`config.mk`:
```
export PLATFORM = sky130hd
export DESIGN_NAME = wb_mem_arbiter
export DESIGN_NICKNAME = d
export VERILOG_FILES = /design/src/rtl/wb_mem_arbiter_pkg.sv /design/src/rtl/wb_mem_arbiter_rr_arb2.sv /design/src/rtl/wb_mem_arbiter.sv
export SDC_FILE = /design/constraint.sdc
export NUM_CORES = 1
export LEC_CHECK = 0
export ABC_AREA = 1
export ABC_CLOCK_PERIOD_IN_PS = 3300
export CORE_ASPECT_RATIO = 1.5
export CORE_UTILIZATION = 47
export CTS_BUF_LIST = sky130_fd_sc_hd__clkbuf_4 sky130_fd_sc_hd__clkbuf_8
export CTS_CLUSTER_SIZE = 16
export DETAILED_ROUTE_END_ITERATION = 8
export HOLD_SLACK_MARGIN = 0.08
export PLACE_DENSITY_LB_ADDON = 0.08
export SETUP_SLACK_MARGIN = 0.05
export SLEW_MARGIN = 20
export SYNTH_ARGS = -nofsm -noshare
export SYNTH_HDL_FRONTEND = slang
export SYNTH_SLANG_ARGS = --single-unit
```
`constraint.sdc`:
```
create_clock -name clk -period 3.3 [get_ports clk]
set_input_delay 0.33 -clock clk [delete_from_list [all_inputs] [get_ports clk]]
set_output_delay 0.33 -clock clk [all_outputs]
set_load 0.01 [all_outputs]
```
`src/rtl/wb_mem_arbiter_pkg.sv`:
```
// Shared types and default widths for the two-port Wishbone memory arbiter.
package wb_arb_pkg;

  localparam int unsigned DEF_ADDR_W = 8;
  localparam int unsigned DEF_DATA_W = 8;

  typedef enum logic [1:0] {
    IDLE = 2'd0,
    BUSY = 2'd1,
    DONE = 2'd2
  } arb_state_t;

  typedef logic port_id_t;

endpackage

```
`src/rtl/wb_mem_arbiter_rr_arb2.sv`:
```
// Combinational two-way round-robin pick: on contention the port not granted last time wins.
module rr_arb2
  import wb_arb_pkg::*;
(
  input  logic     req0,
  input  logic     req1,
  input  port_id_t last_grant,
  output logic     gnt_valid,
  output port_id_t gnt_id
);

  always_comb begin
    gnt_valid = req0 | req1;
    gnt_id    = 1'b0;
    if (req0 && req1) begin
      gnt_id = ~last_grant;
    end else if (req1) begin
      gnt_id = 1'b1;
    end
  end

endmodule

```
`src/rtl/wb_mem_arbiter.sv`:
```
// Round-robin arbiter sharing one single-port Wishbone-style memory between two requesters,
// with a watchdog that aborts unacknowledged accesses.
module wb_mem_arbiter
  import wb_arb_pkg::*;
#(
  parameter int unsigned ADDR_W  = DEF_ADDR_W,
  parameter int unsigned DATA_W  = DEF_DATA_W,
  parameter int unsigned TIMEOUT = 15
) (
  input  logic              clk,
  input  logic              rst,
  input  logic              req0,
  input  logic              we0,
  input  logic [ADDR_W-1:0] addr0,
  input  logic [DATA_W-1:0] wdata0,
  output logic [DATA_W-1:0] rdata0,
  output logic              ack0,
  output logic              err0,
  input  logic              req1,
  input  logic              we1,
  input  logic [ADDR_W-1:0] addr1,
  input  logic [DATA_W-1:0] wdata1,
  output logic [DATA_W-1:0] rdata1,
  output logic              ack1,
  output logic              err1,
  output logic              mem_we,
  output logic              mem_strb,
  output logic [ADDR_W-1:0] mem_addr,
  output logic [DATA_W-1:0] mem_wdata,
  input  logic [DATA_W-1:0] mem_rdata,
  input  logic              mem_ack
);

  localparam int unsigned CNT_W = $clog2(TIMEOUT + 1);

  arb_state_t        state, state_nxt;
  port_id_t          last_grant, last_grant_nxt;
  port_id_t          gnt, gnt_nxt;
  logic [CNT_W-1:0]  cnt, cnt_nxt;

  logic              mem_we_nxt, mem_strb_nxt;
  logic [ADDR_W-1:0] mem_addr_nxt;
  logic [DATA_W-1:0] mem_wdata_nxt;
  logic [DATA_W-1:0] rdata0_nxt, rdata1_nxt;
  logic              ack0_nxt, ack1_nxt, err0_nxt, err1_nxt;

  logic              pick_valid;
  port_id_t          pick_id;

  rr_arb2 u_rr_arb2 (
    .req0       (req0),
    .req1       (req1),
    .last_grant (last_grant),
    .gnt_valid  (pick_valid),
    .gnt_id     (pick_id)
  );

  // State and every output are registered here; all decisions live in the comb block.
  always_ff @(posedge clk or posedge rst) begin
    if (rst) begin
      state      <= IDLE;
      last_grant <= 1'b1;
      gnt        <= 1'b0;
      cnt        <= '0;
      mem_we     <= 1'b0;
      mem_strb   <= 1'b0;
      mem_addr   <= '0;
      mem_wdata  <= '0;
      rdata0     <= '0;
      rdata1     <= '0;
      ack0       <= 1'b0;
      ack1       <= 1'b0;
      err0       <= 1'b0;
      err1       <= 1'b0;
    end else begin
      state      <= state_nxt;
      last_grant <= last_grant_nxt;
      gnt        <= gnt_nxt;
      cnt        <= cnt_nxt;
      mem_we     <= mem_we_nxt;
      mem_strb   <= mem_strb_nxt;
      mem_addr   <= mem_addr_nxt;
      mem_wdata  <= mem_wdata_nxt;
      rdata0     <= rdata0_nxt;
      rdata1     <= rdata1_nxt;
      ack0       <= ack0_nxt;
      ack1       <= ack1_nxt;
      err0       <= err0_nxt;
      err1       <= err1_nxt;
    end
  end

  // Next state and next output values; ack/err default low so they are single-cycle pulses.
  always_comb begin
    state_nxt      = state;
    last_grant_nxt = last_grant;
    gnt_nxt        = gnt;
    cnt_nxt        = cnt;
    mem_we_nxt     = mem_we;
    mem_strb_nxt   = mem_strb;
    mem_addr_nxt   = mem_addr;
    mem_wdata_nxt  = mem_wdata;
    rdata0_nxt     = rdata0;
    rdata1_nxt     = rdata1;
    ack0_nxt       = 1'b0;
    ack1_nxt       = 1'b0;
    err0_nxt       = 1'b0;
    err1_nxt       = 1'b0;

    unique case (state)
      IDLE: begin
        if (pick_valid) begin
          gnt_nxt       = pick_id;
          mem_we_nxt    = pick_id ? we1    : we0;
          mem_addr_nxt  = pick_id ? addr1  : addr0;
          mem_wdata_nxt = pick_id ? wdata1 : wdata0;
          mem_strb_nxt  = 1'b1;
          cnt_nxt       = '0;
          state_nxt     = BUSY;
        end
      end

      BUSY: begin
        if (mem_ack) begin
          mem_strb_nxt   = 1'b0;
          mem_we_nxt     = 1'b0;
          last_grant_nxt = gnt;
          state_nxt      = DONE;
          if (gnt) begin
            ack1_nxt = 1'b1;
            if (!mem_we) rdata1_nxt = mem_rdata;
          end else begin
            ack0_nxt = 1'b1;
            if (!mem_we) rdata0_nxt = mem_rdata;
          end
        end else if (cnt == CNT_W'(TIMEOUT - 1)) begin
          mem_strb_nxt   = 1'b0;
          last_grant_nxt = gnt;
          state_nxt      = DONE;
          if (gnt) err1_nxt = 1'b1;
          else     err0_nxt = 1'b1;
        end else begin
          cnt_nxt = cnt + CNT_W'(1);
        end
      end

      // One dead cycle so the requester can drop req after seeing ack/err.
      DONE: begin
        state_nxt = IDLE;
      end

      default: begin
        state_nxt = IDLE;
      end
    endcase
  end

endmodule

```
# After elaboration in Yosys (flattened, before gate mapping)
# Index checks and enable logic that the tools add are counted.
dict set report word_totals {
  in_bits 47
  ff_bits 46
  word_cells 72
  out_inout_bits 38
}
dict set report op_classes {
  eq_ne 7
  mux 34
  bitwise 4
  reduce_logical 12
  add_sub_neg 1
}
# cell n
set op_table {}
lappend op_table {{1-bit 2-to-1 mux} 22}
lappend op_table {{8-bit 2-to-1 mux} 2}
lappend op_table {{4-bit 2-to-1 mux} 3}
lappend op_table {{4-bit AND reduction} 3}
lappend op_table {{2-bit != test (second input constant)} 4}
lappend op_table {{4-bit case mux with 2 select lines} 1}
lappend op_table {{2-bit 2-to-1 mux} 3}
lappend op_table {{2-bit AND reduction} 3}
lappend op_table {{3-bit AND reduction} 2}
lappend op_table {{4-bit by 1-bit adder with 4-bit output (second input constant)} 1}
lappend op_table {{4-bit equality test (second input constant)} 1}
lappend op_table {{1-bit case mux with 2 select lines} 2}
lappend op_table {{2-bit case mux with 2 select lines} 1}
lappend op_table {{2-bit nonzero test} 2}
lappend op_table {{3-bit != test (second input constant)} 1}
lappend op_table {{1-bit NOT} 3}
lappend op_table {{2-bit by 1-bit equality test with 1-bit output (second input constant)} 1}
lappend op_table {{2-bit zero test} 1}
lappend op_table {{1-bit logical AND} 1}
lappend op_table {{1-bit OR} 1}

# Depth between registers and ports, before layout
dict set report depth {
  ltp_word 5
  depth_mapped 7
  mapped_depth_nobuf 7
}

# By module
# A second synthesis with hierarchy kept.
dict set report unflattened {
  cells_unflattened 218
  hier_area_um2 2112.0
}
# module area_per_inst_um2 seq_area_each_um2 cells_per_inst instances
set modules_own_cells {}
lappend modules_own_cells {wb_mem_arbiter 2097.0 1152.4 215 1}
lappend modules_own_cells {rr_arb2 15.0 0.0 3 1}

# Worst setup path after synthesis
# Ideal clock, no wire load.
dict set report synth_timing {
  path_kind {register to register}
  start {register cnt[0]}
  end {register cnt[3]}
  t_required_ps 3183
  n_path_buf 0
  setup_slack_ps 2085
  arrival_time_ps 1098
  period_less_slack_ps 1215
  stages_incl_launch_ff 8
  setup_ps 117
  path_cell_list {dfrtp_1 -> inv_1 -> ha_1 -> nand3_1 -> nand3_1 -> nand2_1 -> nand2_1 -> nand2_1}
}
dict set report synth_via {
  elab_chain_cells 4
  word_cells_on_any_way 7
  cone_classes {1 x add/sub; 2 x eq/ne; 3 x mux; 1 x reduce/logical}
}
# element line
set synth_rtl {}
lappend synth_rtl {{from (decl)} wb_mem_arbiter.sv:39} ;# logic [CNT_W-1:0] cnt, cnt_nxt;
lappend synth_rtl {{from (signal assigned)} wb_mem_arbiter.sv:79} ;# cnt <= cnt_nxt;
lappend synth_rtl {{4-bit by 1-bit adder with 4-bit output} wb_mem_arbiter.sv:143} ;# cnt_nxt = cnt + CNT_W'(1);
lappend synth_rtl {{4-bit 2-to-1 mux} wb_mem_arbiter.sv:136} ;# end else if (cnt == CNT_W'(TIMEOUT - 1)) begin
lappend synth_rtl {{4-bit 2-to-1 mux} wb_mem_arbiter.sv:124} ;# if (mem_ack) begin
lappend synth_rtl {{4-bit case mux with 2 select lines} wb_mem_arbiter.sv:110} ;# unique case (state)
# Parallel ways exist; a longest one is shown, timed or not. The select of a mux whose other input is x is not followed.
# A chain may end at the register's enable or synchronous reset.

# Worst setup path after layout
dict set report layout_timing {
  start {input req1}
  end {register cnt[3]}
}
dict set report layout_via {
  elab_chain_cells 3
}
# element line
set layout_rtl {}
lappend layout_rtl {{from (decl)} wb_mem_arbiter.sv:19} ;# input logic req1,
lappend layout_rtl {{1-bit OR} wb_mem_arbiter_rr_arb2.sv:13} ;# gnt_valid = req0 | req1;
lappend layout_rtl {{2-bit != test (no line)} -}
lappend layout_rtl {{4-bit AND reduction (no line)} -}
# Every way passes these cells.

==> impl.org <==
** Outcome
- The flow ran to the end, and the final reports show no timing, DRC or antenna violations.

** Drt
- Dividing the detail-routed wire length by the instance count gives between 10 and 15 um.
- Total Routed Length :: roughly 4500 um
- Count of antenna-violating nets left after detailed routing :: 0
- Count of unresolved DRC violations after routing :: 0
- The first routing iteration left 46 violations.
- Iteration count of the initial detailed-routing pass :: 4
- Using the TritonRoute via totals, the vias-per-cell ratio works out to 4.921.
- Total via count in the routed design :: 1,870

** STA
- Final hold analysis gives a worst-case slack of 481.5 ps.
- Final-report max-slew violation count :: 0
- Relative slew slack :: 35.69%
- For this run, the top clock speed supported by timing is 0.5453 GHz.
- At the pin with the least slew margin, the transition time is 962.2 ps.
- The count of endpoints failing hold in the final timing report is 0.
- Setup repair after global routing left no endpoint under its margin.
- Number of setup violations in the final report :: 0
- The worst path needs 1834 ps of the cycle, external delays included.
- Part of the cycle the worst path needs :: a little under three fifths
- Clock skew on the completed layout was measured at 4.305 ps.
- Adding up every negative setup slack in the final design gives 0 ps.

** Yosys
- Share of the synthesized area in the top cell type :: 54.78%
- In the synthesized netlist, the number of instances is roughly 250.
- Post-Synthesis Mean Instance Area :: roughly 8.3 um2
- Cell area after technology mapping :: 2056 um2
- Count of yosys warnings during synthesis :: 0
- After synthesis the netlist holds a flip-flop and latch count of between 40 and 50.
- In this run, distinct cell masters in the synthesized netlist total 19.
- The largest total area in the synthesized netlist belongs to dfrtp_1.
- Sequential element share of the synthesized area :: approximately 56%
- Counting every net in the synthesized netlist gives 297.
- Yosys attributes the largest share of cell area to dfrtp_1, nand2_1, o211ai_1.

** Pwr
- Dividing total power by cell area gives a power density of roughly 810 nW/um2.
- For this design the static power due to leakage is 1.520 nW.
- Total power after layout :: approximately 0.0025 W
- Max rail drop VDD :: 508.1 uV

** Critical path
- Crit-path most repeated cell :: nand2_1
- Series of cell instances along the critical path :: clkdlybuf4s50_1 > nor2_1 > nor2_1 > buf_4 > inv_1 > nand2_1 > nand2_1 > nand2_1
- Among all stages on the critical path, the largest delay is contributed by inv_1.
- The critical path is of the in -> reg type.
- STA classifies the critical path endpoint as a flip-flop.
- On the critical path the largest part of the delay comes from buffers and inverters.
- The largest single stage delay on the critical path is between 500 and 600 ps.
- The number of cells on the worst reg-to-reg path is 5.
- Launching element type of the critical path :: input pin
- Data arrives at the worst endpoint at 2030 ps.
- Counting both buffers and inverters, the worst setup path holds a total of 3.
- The critical path runs through a total of 8 cells.
- In this run the worst path has a maximum fanout of 23.
- Data required time of the critical path :: 3490 ps

** GRT
- Total Routing Usage GR :: between 20% and 30%
- The first global-routing pass estimated 7886 um of wire.
- Maximum number of pins on one net before global-route repair :: 47
- Antenna violations before repair :: 0
- Via count of the first global-routing pass :: 1,819
- Grt total ovfl :: 0

** Placed design
- Routability-driven placement finished with a final weighted congestion of 0.7152.
- Buffers added on ports :: 84
- The wire-length estimate of the detail-placed layout is 3211 um.
- The number of placed instances, taps included, is about 370.
- Summing all placed instances gives a cell area of 2922 um2.

** Clock tree
- The clock tree synthesis step divided the H-tree into 2 levels.
- CTS tree :: done
- Quantity of hold-fixing buffers added after cts :: 0
- Post CTS Setup Buffer Count :: 0
- Latest clock arrival within the worst-skew pair :: 300 ps
- Clk pin slew, worst setup/hold paths :: ~80 ps
- The clock passes through at most 2 buffers.
- The tree built by TritonCTS fans out to 46 sinks.
- Cell chosen for the clock root :: clkbuf_8
- Clock buffers created by TritonCTS :: 5
- Post-cts gate resize count :: 0

** Die
- In this run the count of I/O pins placed on the die edge is 85.
- In this run the core area contains 29 standard-cell rows.
- The die is 83 um tall.
- Width of the chip :: 56 um
- The region available for standard cell placement spans 4209 um2.
- For this configuration, the core starts out at a cell density of 48.84%.
- Die outline area :: between 4000 and 5000 um2

** Cells and area
- Synthesis-to-finish area growth :: 47.66%
- Number of nets in the finished design :: approximately 380
- Cells with a size suffix above 1 make up approximately 5.1% of the layout.
- Filler Cells Inserted :: 343
- The finished layout holds 380 standard cells, fillers aside.
- The finished cells cover 3035 um2.
- Number of diodes :: 0

** Hold path
- The worst hold path passes through 2 cells.
- Worst min-delay path class :: reg -> reg

** Job
- Maximum capacitance violations :: 0
-- per-stage QoR --
stage                     worst slack, ps  util [%]
after floorplan                      1884         -
after global placement               1181     69.41
after detailed placement             1143     69.41
after CTS                            1458     72.12
after global routing                 1283     72.12
final                                1466     72.12
-- worst min-delay path: stages, from the launching register on --
cell	delay, ps
dfrtp_1	350
nand2_1	50
nand2_1	50
-- layout by cell type (no fill, tap or decap), types with 2 or more instances in the layout --
master / synthesis / routed
nor4_1: 2 / 2
clkbuf_4: 0 / 2
nor2_1: 7 / 7
o211ai_1: 16 / 16
nand3_1: 16 / 16
inv_1: 26 / 25
ha_1: 2 / 2
clkbuf_8: 0 / 5
o21ai_0: 5 / 5
dfrtp_1: 45 / 45
inv_2: 2 / 3
clkdlybuf4s50_1: 0 / 84
nor2_2: 2 / 2
nand2_1: 112 / 112
-- per-layer routing --
layer	track usage (%)	part of all wire, %	wire length (um)	vias up
met2	37.77	54	2389	64
met5	0	0	0	-
li1	-	-	-	946
met3	5.919	6.3	280	6
met1	24.27	38	1713	854
met4	7.539	1.6	70	0
-- cell usage after synthesis, drive strengths merged --
library cell  number
buf                7
clkinv             1
dfrtp             45
dfstp              1
ha                 2
inv               28
nand2            113
nand3             16
nand4              1
nor2              10
nor4               2
o211ai            16
o21ai              5
xnor2              1
-- final cells by class --
type                       instances  area (um2)  area share (%)
sequential                        46        1152           37.96
inverter                          29       108.9           3.586
clock buffer                       7       83.83           2.762
timing repair buffer              85       848.3           27.95
multi-input combinational        166       754.5           24.86
clock inverter                     1       30.03          0.9893
tap                               46       57.56           1.896
-- kinds of logic (layout without fill, tap and decap cells) --
| kind of cell | after synthesis | count (layout) | synth area share (%) |
|---|---|---|---|
| AND/OR/NAND/NOR | 142 | 142 | 28.00 |
| flip-flops | 46 | 46 | 56.06 |
| buffers and inverters | 36 | 122 | 7.242 |
| AO/OA/AOI/OAI | 21 | 21 | 7.060 |
| adder cells (fa/ha/maj) | 2 | 2 | 1.217 |
| XOR/XNOR | 1 | 1 | 0.4261 |
-- registers in the layout (all words and copies together) (netlist names) --
register / flops
mem_addr: 8
mem_wdata: 8
rdata0: 8
rdata1: 8
cnt: 4
state: 2
ack0: 1
ack1: 1
err0: 1
err1: 1
gnt: 1
last_grant: 1
mem_strb: 1
mem_we: 1
-- power breakdown --
| part | total, W | switching [W] | internal, W |
|---|---|---|---|
| clock | 0.000424 | 0.000181 | 0.000243 |
| combinational | 0.00109 | 0.000537 | 0.000556 |
| sequential | 0.000946 | 0.000144 | 0.000802 |
| total | 0.00246 | 0.000862 | 0.00160 |
-- final timing paths --
kind                              start  slack (ps)      endpoint
setup / recovery                   req1        1470        cnt[3]
hold / removal             mem_wdata[5]         480  mem_wdata[5]
setup reg to reg             last_grant        1500   mem_addr[7]
hold reg to reg            mem_wdata[5]         480  mem_wdata[5]
max in group asynchronous           rst        2170   mem_addr[7]
min in group asynchronous           rst         550     rdata0[0]
No activity file was read; power rests on OpenSTA's default activity.
